File: config.mk
export PLATFORM = sky130hd
export DESIGN_NAME = mult_share_arbiter
export DESIGN_NICKNAME = d
export VERILOG_FILES = /design/src/rtl/mult_share_arbiter_pkg.sv /design/src/rtl/mult_share_arbiter_mult.sv /design/src/rtl/mult_share_arbiter.sv
export SDC_FILE = /design/constraint.sdc
export NUM_CORES = 1
export LEC_CHECK = 0
export BUFFER_PORTS_ARGS = -buffer_cell sky130_fd_sc_hd__buf_2
export CORE_MARGIN = 2
export CORE_UTILIZATION = 40
export CTS_CLUSTER_DIAMETER = 120
export CTS_CLUSTER_SIZE = 40
export DETAILED_ROUTE_END_ITERATION = 8
export SLEW_MARGIN = 20
export SYNTH_ARGS = -nofsm -noshare
export SYNTH_HDL_FRONTEND = slang
export SYNTH_SLANG_ARGS = --single-unit
File: constraint.sdc
create_clock -name clk -period 9.95 [get_ports clk]
set_clock_uncertainty 0.2 [all_clocks]
set_input_delay 0.4975 -clock clk [delete_from_list [all_inputs] [get_ports clk]]
set_output_delay 0.4975 -clock clk [all_outputs]
set_load 0.005 [all_outputs]
File: src/rtl/mult_share_arbiter_pkg.sv
// Shared definitions for the time-multiplexed 8x8 multiplier: FSM encoding,
// product width and carry-save helpers used by the Wallace tree.
package mult_share_arbiter_pkg;

  localparam int PROD_W = 16;

  typedef enum logic [1:0] {
    ST_IDLE = 2'd0,
    ST_CALC = 2'd1,
    ST_RESP = 2'd2
  } state_e;

  function automatic logic [PROD_W-1:0] csa_sum(input logic [PROD_W-1:0] x,
                                                input logic [PROD_W-1:0] y,
                                                input logic [PROD_W-1:0] z);
    return x ^ y ^ z;
  endfunction

  // Majority carries move up one column; bits beyond the product width are dropped.
  function automatic logic [PROD_W-1:0] csa_carry(input logic [PROD_W-1:0] x,
                                                  input logic [PROD_W-1:0] y,
                                                  input logic [PROD_W-1:0] z);
    logic [PROD_W-1:0] maj;
    maj = (x & y) | (x & z) | (y & z);
    return {maj[PROD_W-2:0], 1'b0};
  endfunction

endpackage

File: src/rtl/mult_share_arbiter_mult.sv
// Unsigned 8x8 multiplier: partial products reduced by a carry-save (Wallace)
// tree, final sum/carry pair resolved by a generate/propagate adder.
module wallace_mult_CLA_8
  import mult_share_arbiter_pkg::*;
(
  input  logic [7:0]        a,
  input  logic [7:0]        b,
  output logic [PROD_W-1:0] p
);

  logic [PROD_W-1:0] pp_s [8];
  logic [PROD_W-1:0] s0_s, c0_s, s1_s, c1_s, s2_s, c2_s, s3_s, c3_s;
  logic [PROD_W-1:0] s4_s, c4_s, s5_s, c5_s;
  logic [PROD_W-1:0] prop_s, cy_s;

  // Partial-product rows, each already shifted into its column.
  always_comb begin
    for (int i = 0; i < 8; i++) begin
      pp_s[i] = {8'd0, (a & {8{b[i]}})} << i;
    end
  end

  assign s0_s = csa_sum  (pp_s[0], pp_s[1], pp_s[2]);
  assign c0_s = csa_carry(pp_s[0], pp_s[1], pp_s[2]);
  assign s1_s = csa_sum  (pp_s[3], pp_s[4], pp_s[5]);
  assign c1_s = csa_carry(pp_s[3], pp_s[4], pp_s[5]);
  assign s2_s = csa_sum  (s0_s, c0_s, s1_s);
  assign c2_s = csa_carry(s0_s, c0_s, s1_s);
  assign s3_s = csa_sum  (c1_s, pp_s[6], pp_s[7]);
  assign c3_s = csa_carry(c1_s, pp_s[6], pp_s[7]);
  assign s4_s = csa_sum  (s2_s, c2_s, s3_s);
  assign c4_s = csa_carry(s2_s, c2_s, s3_s);
  assign s5_s = csa_sum  (s4_s, c4_s, c3_s);
  assign c5_s = csa_carry(s4_s, c4_s, c3_s);

  // Final two-operand add; the carry recurrence flattens into lookahead logic.
  always_comb begin
    prop_s   = s5_s ^ c5_s;
    cy_s     = {PROD_W{1'b0}};
    for (int i = 0; i < PROD_W - 1; i++) begin
      cy_s[i+1] = (s5_s[i] & c5_s[i]) | (prop_s[i] & cy_s[i]);
    end
    p = prop_s ^ cy_s;
  end

endmodule

File: src/rtl/mult_share_arbiter.sv
// Round-robin arbiter sharing one 8x8 multiplier among NREQ requesters;
// one operation in flight, result held until the consumer accepts it.
module mult_share_arbiter
  import mult_share_arbiter_pkg::*;
#(
  parameter int NREQ = 4,
  parameter int IDW  = 2
) (
  input  logic                clk,
  input  logic                rst,
  input  logic [NREQ-1:0]     req_valid,
  input  logic [8*NREQ-1:0]   req_a,
  input  logic [8*NREQ-1:0]   req_b,
  output logic [NREQ-1:0]     req_ready,
  output logic                rsp_valid,
  output logic [IDW-1:0]      rsp_id,
  output logic [PROD_W-1:0]   rsp_product,
  input  logic                rsp_ready,
  output logic                busy,
  output logic [15:0]         done_count
);

  localparam logic [NREQ-1:0] ONE_HOT0 = {{(NREQ-1){1'b0}}, 1'b1};

  state_e            state_r, state_nx_s;
  logic [IDW-1:0]    last_grant_r, grant_id_s, id_r;
  logic [7:0]        a_r, b_r;
  logic              grant_s;
  logic [PROD_W-1:0] mult_s;

  function automatic logic [IDW-1:0] rr_slot(input logic [IDW-1:0] base, input int k);
    return IDW'((int'(base) + k) % NREQ);
  endfunction

  // Round-robin pick: walking k downward lets the nearest slot after last_grant win.
  always_comb begin
    grant_id_s = last_grant_r;
    for (int k = NREQ; k >= 1; k--) begin
      grant_id_s = req_valid[rr_slot(last_grant_r, k)] ? rr_slot(last_grant_r, k) : grant_id_s;
    end
  end

  // Next-state and grant strobe; a grant is only possible from IDLE outside reset.
  always_comb begin
    state_nx_s = state_r;
    grant_s    = 1'b0;
    req_ready  = {NREQ{1'b0}};
    case (state_r)
      ST_IDLE: begin
        if (!rst && (|req_valid)) begin
          grant_s    = 1'b1;
          req_ready  = ONE_HOT0 << grant_id_s;
          state_nx_s = ST_CALC;
        end else begin
          state_nx_s = ST_IDLE;
        end
      end
      ST_CALC: state_nx_s = ST_RESP;
      ST_RESP: begin
        if (rsp_ready) begin
          state_nx_s = ST_IDLE;
        end else begin
          state_nx_s = ST_RESP;
        end
      end
      default: state_nx_s = ST_IDLE;
    endcase
  end

  // State, operand capture, result register and completion counter.
  always_ff @(posedge clk) begin
    if (rst) begin
      state_r      <= ST_IDLE;
      last_grant_r <= IDW'(NREQ - 1);
      a_r          <= 8'd0;
      b_r          <= 8'd0;
      id_r         <= {IDW{1'b0}};
      rsp_valid    <= 1'b0;
      rsp_product  <= {PROD_W{1'b0}};
      rsp_id       <= {IDW{1'b0}};
      busy         <= 1'b0;
      done_count   <= 16'd0;
    end else begin
      state_r   <= state_nx_s;
      busy      <= (state_nx_s != ST_IDLE);
      rsp_valid <= (state_nx_s == ST_RESP);
      if (grant_s) begin
        a_r          <= req_a[8*int'(grant_id_s) +: 8];
        b_r          <= req_b[8*int'(grant_id_s) +: 8];
        id_r         <= grant_id_s;
        last_grant_r <= grant_id_s;
      end
      // Result fields only change when a new product lands, so they persist in IDLE.
      if (state_r == ST_CALC) begin
        rsp_product <= mult_s;
        rsp_id      <= id_r;
      end
      if ((state_r == ST_RESP) && rsp_ready) begin
        done_count <= done_count + 16'd1;
      end
    end
  end

  wallace_mult_CLA_8 u_mult (
    .a (a_r),
    .b (b_r),
    .p (mult_s)
  );

endmodule

==> results.py <==
metrics = {
    "routing": {
        "drt_iter0_drc": 175,
        "route.final.wire_length_um": 9490,
        "dr.pass1.iters": 4,
        "dr_total_vias": 3459,
        "avgViaCountPerCell": 4.87,
        "drt-wirelength-per-cell_um": 13.4,
        "postRouteAntennaNets": 0,
        "drc": 0,
    },
    "cells_and_area": {
        "n_antenna_cell": 0,
        "fill_cells": 1057,
        "drive_gt1_share_pct": 26.5,
        "multi_input_area_um2": 2890,
        "seq_area_um2": 1160,
        "synthToLayoutAreaGrowth_pct": 19.4,
        "layout.nets": 700,
        "layout_commonest_cell": "buf_2",
        "final_cell_mix": "110 x buf_2, 86 x nand2_1, 58 x dfxtp_1, 47 x fa_1, 44 x inv_1",
    },
    "clock_network": {
        "cts_tree": "yes",
        "clk_pin_slew_ps": 80,
        "htreeDepth": 3,
        "postCtsHoldBufs": 0,
        "cts.sinks": 58,
        "cts_setup_buffers": 0,
        "cts_buffers": 9,
        "cts_resized": 0,
        "clk_path_buf_depth": 2,
        "clk_latency_ps": 350,
        "clock-root-buffer": "clkbuf_8",
    },
    "global_routing": {
        "grt_overflow": 0,
        "grt_usage_pct": 17.5,
        "grt_max_degree": 44,
        "grt_pass1_wl_um": 16200,
        "grt_pass1_vias": 3580,
        "antenna_found_initial": 0,
    },
    "worst_hold_path": {
        "worstHoldPathCells": 2,
        "hold_start": "rsp_product[9]",
        "min_path_type": "reg2reg",
        "min_to": "rsp_product[9]",
    },
    "worst_setup_path": {
        "rr_worst_depth": 18,
        "slowest_stage": "fa_1",
        "path_cells": "nand2_1 -> fa_1 -> fa_1 -> fa_1 -> inv_1 -> ha_1 -> ha_1 -> fa_1 -> fa_1 -> fa_1 -> fa_1 -> fa_1 -> fa_1 -> fa_1 -> fa_1 -> fa_1 -> xnor2_1 -> a211oi_1",
        "r2r-end": "rsp_product[15]",
        "regToRegSetupSlack_ps": 3030,
        "timing.rr.start": "a_r[5]",
        "startpoint_type": "flop",
        "worstPathRequired_ps": 10010,
        "path_common_cell": "fa_1",
        "worstSetupEndpointType": "flop",
        "cp.arrival_ps": 6980,
        "worstPathMaxFanout": 9,
        "cp_num_cells": 18,
        "worstSetupPathType": "reg2reg",
        "crit_path_max_incr_delay_ps": 550,
        "path_delay_family": "adder cells",
        "cp.buffers_inverters": 1,
    },
    "power": {
        "power_frac_comb_pct": 27.8,
        "p_sw_uw": 265,
        "power_density_nw_per_um2": 151,
        "internal_power_uw": 525,
        "peakVddDrop_v": 0.0000753,
        "pwr-share-clk_pct": 35.0,
        "pwr-share-seq_pct": 37.2,
        "p_leak_nw": 2.50,
        "swShare_pct": 33.6,
    },
    "timing": {
        "finalSetupTns_ps": 0,
        "rsz0062_at_grt": "false",
        "hold_violations": 0,
        "hold_ws_ps": 253,
        "finalSetupViolCount": 0,
        "min_period_over_period_pct": 69.5,
        "slew_headroom_pct": 29.4,
        "fmax_ghz": 0.145,
        "tightest_slew_ps": 1060,
        "maxSlewViolCount": 0,
        "period_minus_slack_ps": 6920,
    },
    "floorplanning": {
        "ios": 111,
        "dieWidth_um": 109,
        "initial_core_util_pct": 40.7,
        "rows": 38,
        "dieArea_um2": 11800,
        "core_um2": 10700,
        "die_h_um": 109,
    },
    "synthesis": {
        "ys_types": 40,
        "synth_top_cell_by_area": "dfxtp_1",
        "syn_area_per_cell_um2": 9.35,
        "synth_edf_count": 0,
        "synth_nets": 603,
        "ys_warn_count": 0,
        "async_flop_share_pct": 0,
        "syn_area_um2": 4380,
        "synthFlopType": "dfxtp_1",
        "yosys-top-cells-area": "dfxtp_1 27%, fa_1 22%, mux2i_1 7.5%, nand2_1 7.4%, o221ai_2 5.1%",
        "ys_seq_area_share_pct": 26.5,
        "synth_top_area_share_pct": 26.5,
        "synth-seq-cells": 58,
        "synth_cells": 468,
    },
    "placement": {
        "portBuffers": 110,
        "gp_congestion": 0.855,
        "post-dp-hpwl_um": 7530,
    },
    "flow_run": {
        "drv_cap": 0,
    },
    "outcome": {
        "status": "finished clean",
    },
}
-- registers in the layout (all words and copies together) (netlist names) --
register,flops
a_r,8
b_r,8
busy,1
done_count,16
id_r,2
last_grant_r,2
rsp_id,2
rsp_product,16
rsp_valid,1
state_r,2
-- cells in the mapped netlist, types with 4 or more instances --
master	count
nand2_1	86
nand3_1	6
and2_1	34
mux2i_1	33
fa_1	47
xor2_1	10
inv_1	44
a21oi_1	22
o221ai_2	15
xnor2_1	6
dfxtp_1	58
ha_1	17
nor2_1	28
clkbuf_1	19
nor3_1	4
-- worst max path at each step --
| stage | slack, ps | from | endpoint |
|---|---|---|---|
| after global routing | 2780 | b_r[0] | rsp_product[15] |
| after global placement | 3150 | b_r[0] | rsp_product[15] |
| after floorplan | 3250 | a_r[5] | rsp_product[15] |
| final | 3030 | a_r[5] | rsp_product[15] |
| after detailed placement | 2960 | a_r[5] | rsp_product[15] |
| after CTS | 2970 | a_r[5] | rsp_product[15] |
-- layer usage --
layer / GRT usage [%] / wire length, µm / up-vias
li1: - / - / 1715
met1: 21.2 / 4170 / 1664
met2: 30.8 / 4800 / 69
met3: 3.86 / 390 / 11
met4: 5.22 / 131 / 0
met5: 0 / 0 / -
-- stage by stage --
stage	instances	instance area, µm²	power (mW)	setup slack (ps)	util (%)
5_1_grt	710	5230	0.845	2780	48.6
3_5_place_dp	694	4980	0.523	2960	46.3
4_1_cts	710	5230	0.803	2970	48.6
3_3_place_gp	694	4980	0.517	3150	46.3
6_report	710	5230	0.790	3030	48.6
2_1_floorplan	468	4380	0.466	3250	-
-- cell type report --
class / count / area share [%]
repair buffers: 114 / 11.1
clock buffers: 9 / 2.37
inverters: 44 / 3.16
clock inverters: 7 / 2.39
multi-input cells: 338 / 55.4
well taps: 140 / 3.35
flip-flops and latches: 58 / 22.2
-- worst reg2reg max path, delay by kind of cell (launching register included) --
family / cells / cell delay (ps)
and+or+nand+nor: 1 / 130
DFF: 1 / 500
adders and majority gates: 14 / 5620
buffers and inverters: 1 / 40
AOI/OAI and AO/OA: 1 / 220
xor gates and xnor gates: 1 / 130
-- cell families after synthesis --
kind of cell / share of synthesized area [%]
AO/OA/AOI/OAI: 9.81
XOR/XNOR: 3.20
adder cells (fa/ha/maj): 26.4
buffers and inverters: 7.49
flip-flops: 26.5
multiplexers: 7.55
AND/OR/NAND/NOR: 19.0
-- power groups by stage --
stage	logic [mW]	clock network [mW]	registers, mW
after CTS	0.226	0.284	0.293
after global placement	0.221	0	0.295
after floorplan	0.192	0	0.273
after detailed placement	0.225	0	0.298
final	0.220	0.277	0.294
after global routing	0.254	0.292	0.298
Power figures use the tool's default switching activity.
